<file path="src/rtl/seq_det_pkg.sv">
// Shared constants and helpers for the parametrised serial pattern detector.
// Holds the reset pattern, the parameter sanity check and the masked window compare.
package seq_det_pkg;

    localparam int PKG_MAX_LEN = 32;

    localparam logic [7:0] SD_DEF_PAT = 8'b0000_1110;
    localparam int         SD_DEF_LEN = 5;
    localparam bit         SD_DEF_OVL = 1'b1;

    // cfg_len must be able to encode MAX_LEN itself; the history needs at least one bit.
    function automatic bit len_w_ok(input int max_len, input int len_w);
        return (max_len >= 2) && (max_len <= PKG_MAX_LEN) && (len_w < 31) &&
               ((1 << len_w) > max_len);
    endfunction

    // Bit 0 of win/pat is the newest bit; only the lowest len bits take part.
    function automatic logic masked_eq(input logic [PKG_MAX_LEN-1:0] win,
                                       input logic [PKG_MAX_LEN-1:0] pat,
                                       input logic [31:0]            len);
        logic [PKG_MAX_LEN-1:0] mask;
        mask = (len >= 32'(PKG_MAX_LEN)) ? '1 : ((32'd1 << len) - 32'd1);
        return ((win ^ pat) & mask) == '0;
    endfunction

endpackage

</file>
<file path="src/rtl/seq_det_lane_cmp.sv">
// Combinational compare of one MAX_LEN bit window against the active pattern.
// Zero latency, no flow control; the window LSB is the bit the match would end on.
module seq_det_lane_cmp
    import seq_det_pkg::*;
#(
    parameter int MAX_LEN = 8,
    parameter int LEN_W   = 4
) (
    input  logic [MAX_LEN-1:0] win,
    input  logic [MAX_LEN-1:0] pat,
    input  logic [LEN_W-1:0]   len,
    output logic               raw
);

    assign raw = masked_eq(PKG_MAX_LEN'(win), PKG_MAX_LEN'(pat), 32'(len));

endmodule

</file>
<file path="src/rtl/seq_detect_param.sv">
// Multi-lane serial pattern detector with runtime pattern, length and overlap mode.
// Outputs registered one cycle after the beat; no backpressure, every valid beat is consumed.
module seq_detect_param
    import seq_det_pkg::*;
#(
    parameter int                 LANES   = 2,
    parameter int                 MAX_LEN = 8,
    parameter int                 LEN_W   = 4,
    parameter int                 CNT_W   = 8,
    parameter logic [MAX_LEN-1:0] DEF_PAT = MAX_LEN'(SD_DEF_PAT),
    parameter int                 DEF_LEN = SD_DEF_LEN,
    parameter bit                 DEF_OVL = SD_DEF_OVL
) (
    input  logic               clk,
    input  logic               clr,
    input  logic               cfg_load,
    input  logic [MAX_LEN-1:0] cfg_pat,
    input  logic [LEN_W-1:0]   cfg_len,
    input  logic               cfg_ovl,
    input  logic               in_valid,
    input  logic [LANES-1:0]   din,
    output logic [LANES-1:0]   match_lane,
    output logic               Z,
    output logic [CNT_W-1:0]   match_cnt,
    output logic               cfg_err
);

    localparam int SW    = MAX_LEN - 1 + LANES;
    localparam int SUM_W = CNT_W + $clog2(LANES + 1);
    localparam logic [SUM_W-1:0] CNT_MAX = {{(SUM_W-CNT_W){1'b0}}, {CNT_W{1'b1}}};
    localparam logic [LEN_W-1:0] LEN_MAX = LEN_W'(MAX_LEN);

    generate
        if (!len_w_ok(MAX_LEN, LEN_W)) begin : g_bad_params
            $error("seq_detect_param: LEN_W too narrow for MAX_LEN, or MAX_LEN out of range");
        end
    endgenerate

    logic [MAX_LEN-2:0] hist;
    logic [LEN_W-1:0]   avail;
    logic [MAX_LEN-1:0] pat;
    logic [LEN_W-1:0]   pat_len;
    logic               ovl;
    logic [LANES-1:0]   lane_q;
    logic [CNT_W-1:0]   cnt_q;
    logic               err_q;

    logic [SW-1:0]      stream;
    logic [LANES-1:0]   raw;
    logic [LANES-1:0]   hit;
    logic [LEN_W-1:0]   avail_run;
    logic [LEN_W-1:0]   avail_nxt;
    logic [SUM_W-1:0]   pop;
    logic [SUM_W-1:0]   sum;
    logic [CNT_W-1:0]   cnt_nxt;
    logic               cfg_ok;

    // Oldest history bit at the top, din[0] (newest) at bit 0.
    assign stream = {hist, din};
    assign cfg_ok = (cfg_len != '0) && (cfg_len <= LEN_MAX);

    genvar g;
    generate
        for (g = 0; g < LANES; g++) begin : g_lane
            seq_det_lane_cmp #(
                .MAX_LEN (MAX_LEN),
                .LEN_W   (LEN_W)
            ) u_cmp (
                .win (stream[g +: MAX_LEN]),
                .pat (pat),
                .len (pat_len),
                .raw (raw[g])
            );
        end
    endgenerate

    // Walk lanes in arrival order so a non-overlap hit blocks later lanes of the same beat.
    always_comb begin
        avail_run = avail;
        hit       = '0;
        for (int i = LANES - 1; i >= 0; i--) begin
            if (avail_run != LEN_MAX) begin
                avail_run = avail_run + LEN_W'(1);
            end
            hit[i] = raw[i] && (avail_run >= pat_len);
            if (hit[i] && !ovl) begin
                avail_run = '0;
            end
        end
        avail_nxt = avail_run;
    end

    always_comb begin
        pop = '0;
        for (int i = 0; i < LANES; i++) begin
            pop = pop + SUM_W'(hit[i]);
        end
        sum     = SUM_W'(cnt_q) + pop;
        cnt_nxt = (sum > CNT_MAX) ? {CNT_W{1'b1}} : sum[CNT_W-1:0];
    end

    always_ff @(posedge clk) begin
        if (clr) begin
            hist    <= '0;
            avail   <= '0;
            pat     <= DEF_PAT;
            pat_len <= LEN_W'(DEF_LEN);
            ovl     <= DEF_OVL;
            lane_q  <= '0;
            cnt_q   <= '0;
            err_q   <= 1'b0;
        end else if (cfg_load) begin
            lane_q <= '0;
            if (cfg_ok) begin
                pat     <= cfg_pat;
                pat_len <= cfg_len;
                ovl     <= cfg_ovl;
                hist    <= '0;
                avail   <= '0;
                cnt_q   <= '0;
                err_q   <= 1'b0;
            end else begin
                err_q <= 1'b1;
            end
        end else if (in_valid) begin
            hist   <= stream[MAX_LEN-2:0];
            avail  <= avail_nxt;
            lane_q <= hit;
            cnt_q  <= cnt_nxt;
        end else begin
            lane_q <= '0;
        end
    end

    assign match_lane = lane_q;
    assign Z          = |lane_q;
    assign match_cnt  = cnt_q;
    assign cfg_err    = err_q;

endmodule

</file>
<file path="config.mk">
export PLATFORM = sky130hd
export DESIGN_NAME = seq_detect_param
export DESIGN_NICKNAME = d
export VERILOG_FILES = /design/src/rtl/seq_det_pkg.sv /design/src/rtl/seq_det_lane_cmp.sv /design/src/rtl/seq_detect_param.sv
export SDC_FILE = /design/constraint.sdc
export NUM_CORES = 1
export LEC_CHECK = 0
export ABC_AREA = 1
export ABC_CLOCK_PERIOD_IN_PS = 8700
export CORE_MARGIN = 2
export CORE_UTILIZATION = 59
export DETAILED_ROUTE_END_ITERATION = 16
export PLACE_DENSITY = 0.9
export SYNTH_ARGS = -nofsm -noshare
export SYNTH_HDL_FRONTEND = slang
export SYNTH_SLANG_ARGS = --single-unit
</file>
<file path="constraint.sdc">
create_clock -name clk -period 8.7 [get_ports clk]
set_clock_uncertainty 0.15 [all_clocks]
set_input_delay 1.305 -clock clk [delete_from_list [all_inputs] [get_ports clk]]
set_output_delay 1.305 -clock clk [all_outputs]
set_load 0.02 [all_outputs]
</file>
==> results of run 1 <==
## state kept, by name, indices dropped and copies added (netlist names)
register	cells
match_cnt	8
avail	4
pat	8
hist	7
cfg_err	1
pat_len	4
match_lane	2
ovl	1
## critical path: cells and delay by family
| family | cells | cell delay [ps] |
|---|---|---|
| buffers and inverters | 10 | 1200 |
| AO/OA/AOI/OAI | 2 | 190 |
| adder cells (fa/ha/maj) | 4 | 950 |
| AND/OR/NAND/NOR | 23 | 2450 |
## cells by family (layout without fill, tap and decap cells)
family,Yosys count,after routing,synth area share
xor gates and xnor gates,8,8,0.03084
DFF,35,35,0.3084
and+or+nand+nor,155,155,0.3254
buffers and inverters,60,92,0.09967
adders and majority gates,15,15,0.08590
AOI/OAI and AO/OA,53,53,0.1498
## area by class of cell
class                           count  area, µm²  share of cell area
Clock inverter                      1      8.758            0.003235
Clock buffer                        7      86.33             0.03189
Tap cell                           48      60.06             0.02218
Inverter                           53      198.9             0.07348
Multi-Input combinational cell    231       1345              0.4968
Timing Repair Buffer               31      307.8              0.1137
Sequential cell                    35      700.7              0.2588
## per-stage QoR
stage / hold WS, ps / setup WS, ps / cell area, µm²
after floorplan: 307.7 / 3494 / 2272
after global placement: 318.0 / 2638 / 2613
after CTS: 334.1 / 2699 / 2708
after detailed placement: 322.9 / 2481 / 2613
final: 336.5 / 2667 / 2708
after global routing: 369.7 / 2071 / 2708
## routing by layer
metal	GRT usage	up-vias	wire [µm]
li1	-	1143	-
met1	0.3142	1003	2313
met2	0.4583	52	2554
met3	0.04089	8	221
met4	0.09184	0	91
met5	0	-	0
## where the power goes
part / total (mW) / switching [mW] / internal (mW) / leakage (nW)
logic: 0.0665 / 0.0393 / 0.0272 / 0.847
clock network: 0.125 / 0.0605 / 0.0648 / 0.0484
registers: 0.173 / 0.00655 / 0.166 / 0.285
total: 0.364 / 0.106 / 0.258 / 1.18
## layout by cell type (no fill, tap or decap), types with 3 or more instances in the layout
cell / instances
a21oi_1: 15
o211ai_1: 5
ha_1: 14
xor2_1: 7
dfxtp_1: 35
clkbuf_8: 6
nand4_1: 7
nand2_1: 66
nand3_2: 3
nor2_4: 4
nor2_1: 27
inv_2: 4
inv_1: 49
nand3_1: 35
o32ai_1: 9
clkdlybuf4s50_1: 30
nand2_2: 5
o21ai_0: 13
## worst paths after layout
kind,cells past startpoint,endpoint,slack (ps)
worst max-delay path,39,match_cnt[3],2670
worst min-delay path,2,avail[2],340
worst max register to register,41,match_cnt[3],3040
worst min register to register,2,avail[2],340
==> reports/metrics.yaml, run 1 <==
drive_above_1_share: 0.08939
async_reset_ff_frac: 0
drv_slew: 0
synth_most_common_cell: "nand2_1"
synth-main-ff-cell: "dfxtp_1"
hpwl_mm: 3.965
start_util: 0.6160
startpoint: "din[1]"
synth_edf_count: 0
rsz0062_at_grt: "false"
yosys.area.top_type_share: 0.3084
dr.pass1.iters: 4
std_cell_rows: 22
dr_total_vias: 2206
maxCapViolCount: 0
grt_max_degree: 18
clk_root_buffer_cell: "clkbuf_8"
synthCells: 326
dieHeight_um: 66.06
clock.fmax_mhz: 165.8
clk_path_buf_depth: 2
cp_max_fo: 8
grt_pass1_vias: 2029
grtUsageTotal: 0.2581
clock-sinks: 35
dp_cells: 398
nNetsFinal: 391
syn_area_per_cell_um2: 6.970
hold_buffers: 0
synth_cell_types: 34
critPathKind: "input port to flip-flop"
portBuffers: 30
fin_crit_ps: 6033
cts-htree-levels: 2
post-route-period-util: 0.6934
grt_pass1_wl_mm: 8.590
hold_viol: 0
fin_cells: 406
place_congestion: 0.8359
synth_nets: 360
slowest_stage: "clkdlybuf4s50_1"
ios: 31
crit_arrival_ps: 6110
r2r_start: "avail[0]"
via_per_inst: 5.433
start_kind: "input port"
dieWidth_um: 66.06
cts_resized: 0
ys_seq_area_frac: 0.3084
post-cts-setup-buffers: 0
worstPathRequired_ps: 8780
cts_tree: "done"
total_power_mw: 0.3644
wire_per_inst_um: 12.76
status: "complete, no violations"
setup_viol: 0
yosys_register_bits: 35
core_area_mm2: 0.003689
cts_buffers: 5
ys_warn_count: 0
worst_pin_slew_ps: 733.1
grt-ovfl-total: 0
wirelength_mm: 5.181
fillers: 311
max-vdd-ir-drop_mv: 0.1444
critical_path.max_stage_delay_ps: 500
path_clk_slew_ps: 70
p_leak_nw: 1.181
synth_top_cell_by_area: "dfxtp_1"
syn_to_final_growth_pct: 19.16
synthTopCellsByCount: "66 x nand2_1, 49 x inv_1, 35 x dfxtp_1, 35 x nand3_1, 27 x nor2_1"
relSlewSlack: 0.5095
cp_common_cell: "inv_1"
powerDensity_mw_per_mm2: 134.6
antenna_left: 0
hold_path_startpoint: "avail[2]"
hp-class: "flip-flop to flip-flop"
insertion_delay_ps: 300
drt_iter0_markers: 122
yosys-top-cells-area: "dfxtp_1 31%, nand2_1 11%, inv_1 8.1%"
syn_area_mm2: 0.002272
fin_util: 0.7341
endpoint_kind: "flip-flop"
num_antenna_cells: 0
dieArea_mm2: 0.004363
tns_ps: 0
drc: 0
antenna_found_initial: 0
(Power assumes the default switching activity.)
==> run 2: changes to the inputs <==
ABC_CLOCK_PERIOD_IN_PS = 6000   (was 8700)
CORE_UTILIZATION = 55   (was 59)
PLACE_DENSITY = 0.85   (was 0.9)
clock period = 6 ns   (was 8.7 ns; I/O delays follow)
==> reports/metrics.yaml, run 2 (same netlist as run 1, synthesis figures left out) <==
status: "complete, no violations"
via_per_inst: 5.403  # -0.55%
dieWidth_um: 68.28  # +3.4%
wl_met2_mm: 2.573  # +0.74%
layout_commonest_cell: "nand2_1"
std_cell_rows: 23  # +4.5%
dieHeight_um: 68.28  # +3.4%
p_leak_nw: 1.186  # +0.38%
tns_ps: 0  # unchanged
clock-sinks: 35  # unchanged
hold_viol: 0  # unchanged
cp_max_fo: 8  # unchanged
wire_per_inst_um: 12.83  # +0.57%
cp_common_cell: "inv_1"
critPathKind: "input port to flip-flop"
hp-class: "flip-flop to flip-flop"
antenna_found_initial: 0  # unchanged
insertion_delay_ps: 290  # about the same
start_util: 0.5680  # -0.04798
final.setup.worst_slack_ps: 665.2  # -2002 ps
drc: 0  # unchanged
clk_path_buf_depth: 2  # unchanged
fin_util: 0.6781  # -0.05592
antenna_left: 0  # unchanged
critical_path.max_stage_delay_ps: 510  # about the same
hold_ws_ps: 329.8  # -6.776 ps
crit_arrival_ps: 5390  # -720 ps
nNetsFinal: 392  # +0.26%
portBuffers: 30  # unchanged
placed_area_mm2: 0.002623  # +0.38%
num_antenna_cells: 0  # unchanged
slowest_stage: "clkdlybuf4s50_1"
setup_viol: 0  # unchanged
wl_met3_um: 208  # -5.9%
drt_iter0_markers: 137  # +12%
cts_resized: 0  # unchanged
fillers: 349  # +12%
rsz0062_at_grt: "false"
worst_pin_slew_ps: 733.2  # +0.1220 ps
relSlewSlack: 0.5094  # about the same
grt_pass1_wl_mm: 8.666  # +0.88%
topRoutingLayerUsed: "met4"
post-place-ws_ps: 342.9  # -2138 ps
clock.fmax_mhz: 187.4
cts-htree-levels: 2  # unchanged
grt_pass1_vias: 2011  # -0.89%
ios: 31  # unchanged
wirelength_mm: 5.249  # +1.3%
cts_buffers: 5  # unchanged
post-route-period-util: 0.8891
met1_length_mm: 2.399  # +3.7%
clk_root_buffer_cell: "clkbuf_8"
most-common-layout-cells: "66 x nand2_1, 49 x inv_1, 35 x nand3_1"
hpwl_mm: 4.021  # +1.4%
dr_total_vias: 2210  # +0.18%
core_area_mm2: 0.004000  # +8.4%
maxCapViolCount: 0  # unchanged
grt_max_degree: 18  # unchanged
grtUsageTotal: 0.2491  # -0.009034
dr.pass1.iters: 4  # unchanged
place_congestion: 0.8405  # +0.55%
syn_to_final_growth_pct: 19.38
post-cts-setup-buffers: 0  # unchanged
endpoint_kind: "flip-flop"
grt-ovfl-total: 0  # unchanged
fin_crit_ps: 5335
cts_tree: "done"
worstPathRequired_ps: 6060  # -2720 ps
final_cell_area_mm2: 0.002713  # +0.18%
dieArea_mm2: 0.004661  # +6.8%
powerDensity_mw_per_mm2: 188.5  # +40%
drive_above_1_share: 0.1031  # +0.01368
path_clk_slew_ps: 70  # about the same
start_kind: "input port"
max-vdd-ir-drop_mv: 0.1679  # +16%
drv_slew: 0  # unchanged
hold_buffers: 0  # unchanged
==> run 2: path summary, 6_finish.rpt <==
check            from            to  slack (ps)  cells past startpoint
min           cfg_err       cfg_err         330                      2
min reg2reg   cfg_err       cfg_err         330                      2
max            din[1]  match_cnt[2]         670                     38
max reg2reg  avail[0]  match_cnt[2]         750                     40
==> run 2: cell type report <==
cell class                      instances  area (µm²)  area share
Tap cell                               50       62.56     0.02306
Multi-Input combinational cell        231        1350      0.4977
Inverter                               53       198.9     0.07334
Clock buffer                            5       68.82     0.02537
Timing Repair Buffer                   32       315.3      0.1162
Clock inverter                          3       15.01    0.005535
Sequential cell                        35       701.9      0.2588
==> run 2: metal layers <==
layer | GRT usage | vias up
li1 | - | 1139
met1 | 0.2955 | 1020
met2 | 0.4502 | 44
met3 | 0.03947 | 7
met4 | 0.08750 | 0
met5 | 0 | -
==> run 2: report_power, final <==
group / total, mW / internal [mW] / leakage [nW] / switching, mW
sequential: 0.251 / 0.241 / 0.286 / 0.00989
combinational: 0.0962 / 0.0394 / 0.852 / 0.0568
clock: 0.164 / 0.0793 / 0.0477 / 0.0850
total: 0.511 / 0.360 / 1.19 / 0.152
==> run 2: through the flow <==
step,power [mW],instances
after floorplan,0.3199,326
after global placement,0.3482,401
after detailed placement,0.3508,401
after CTS,0.5127,409
final,0.5113,409
after global routing,0.5350,409
==> run 2: worst max-delay path, delay by kind of cell <==
family,cells,cell delay (ps)
AO/OA/AOI/OAI,2,180
AND/OR/NAND/NOR,22,2090
adder cells (fa/ha/maj),4,960
buffers and inverters,10,1240
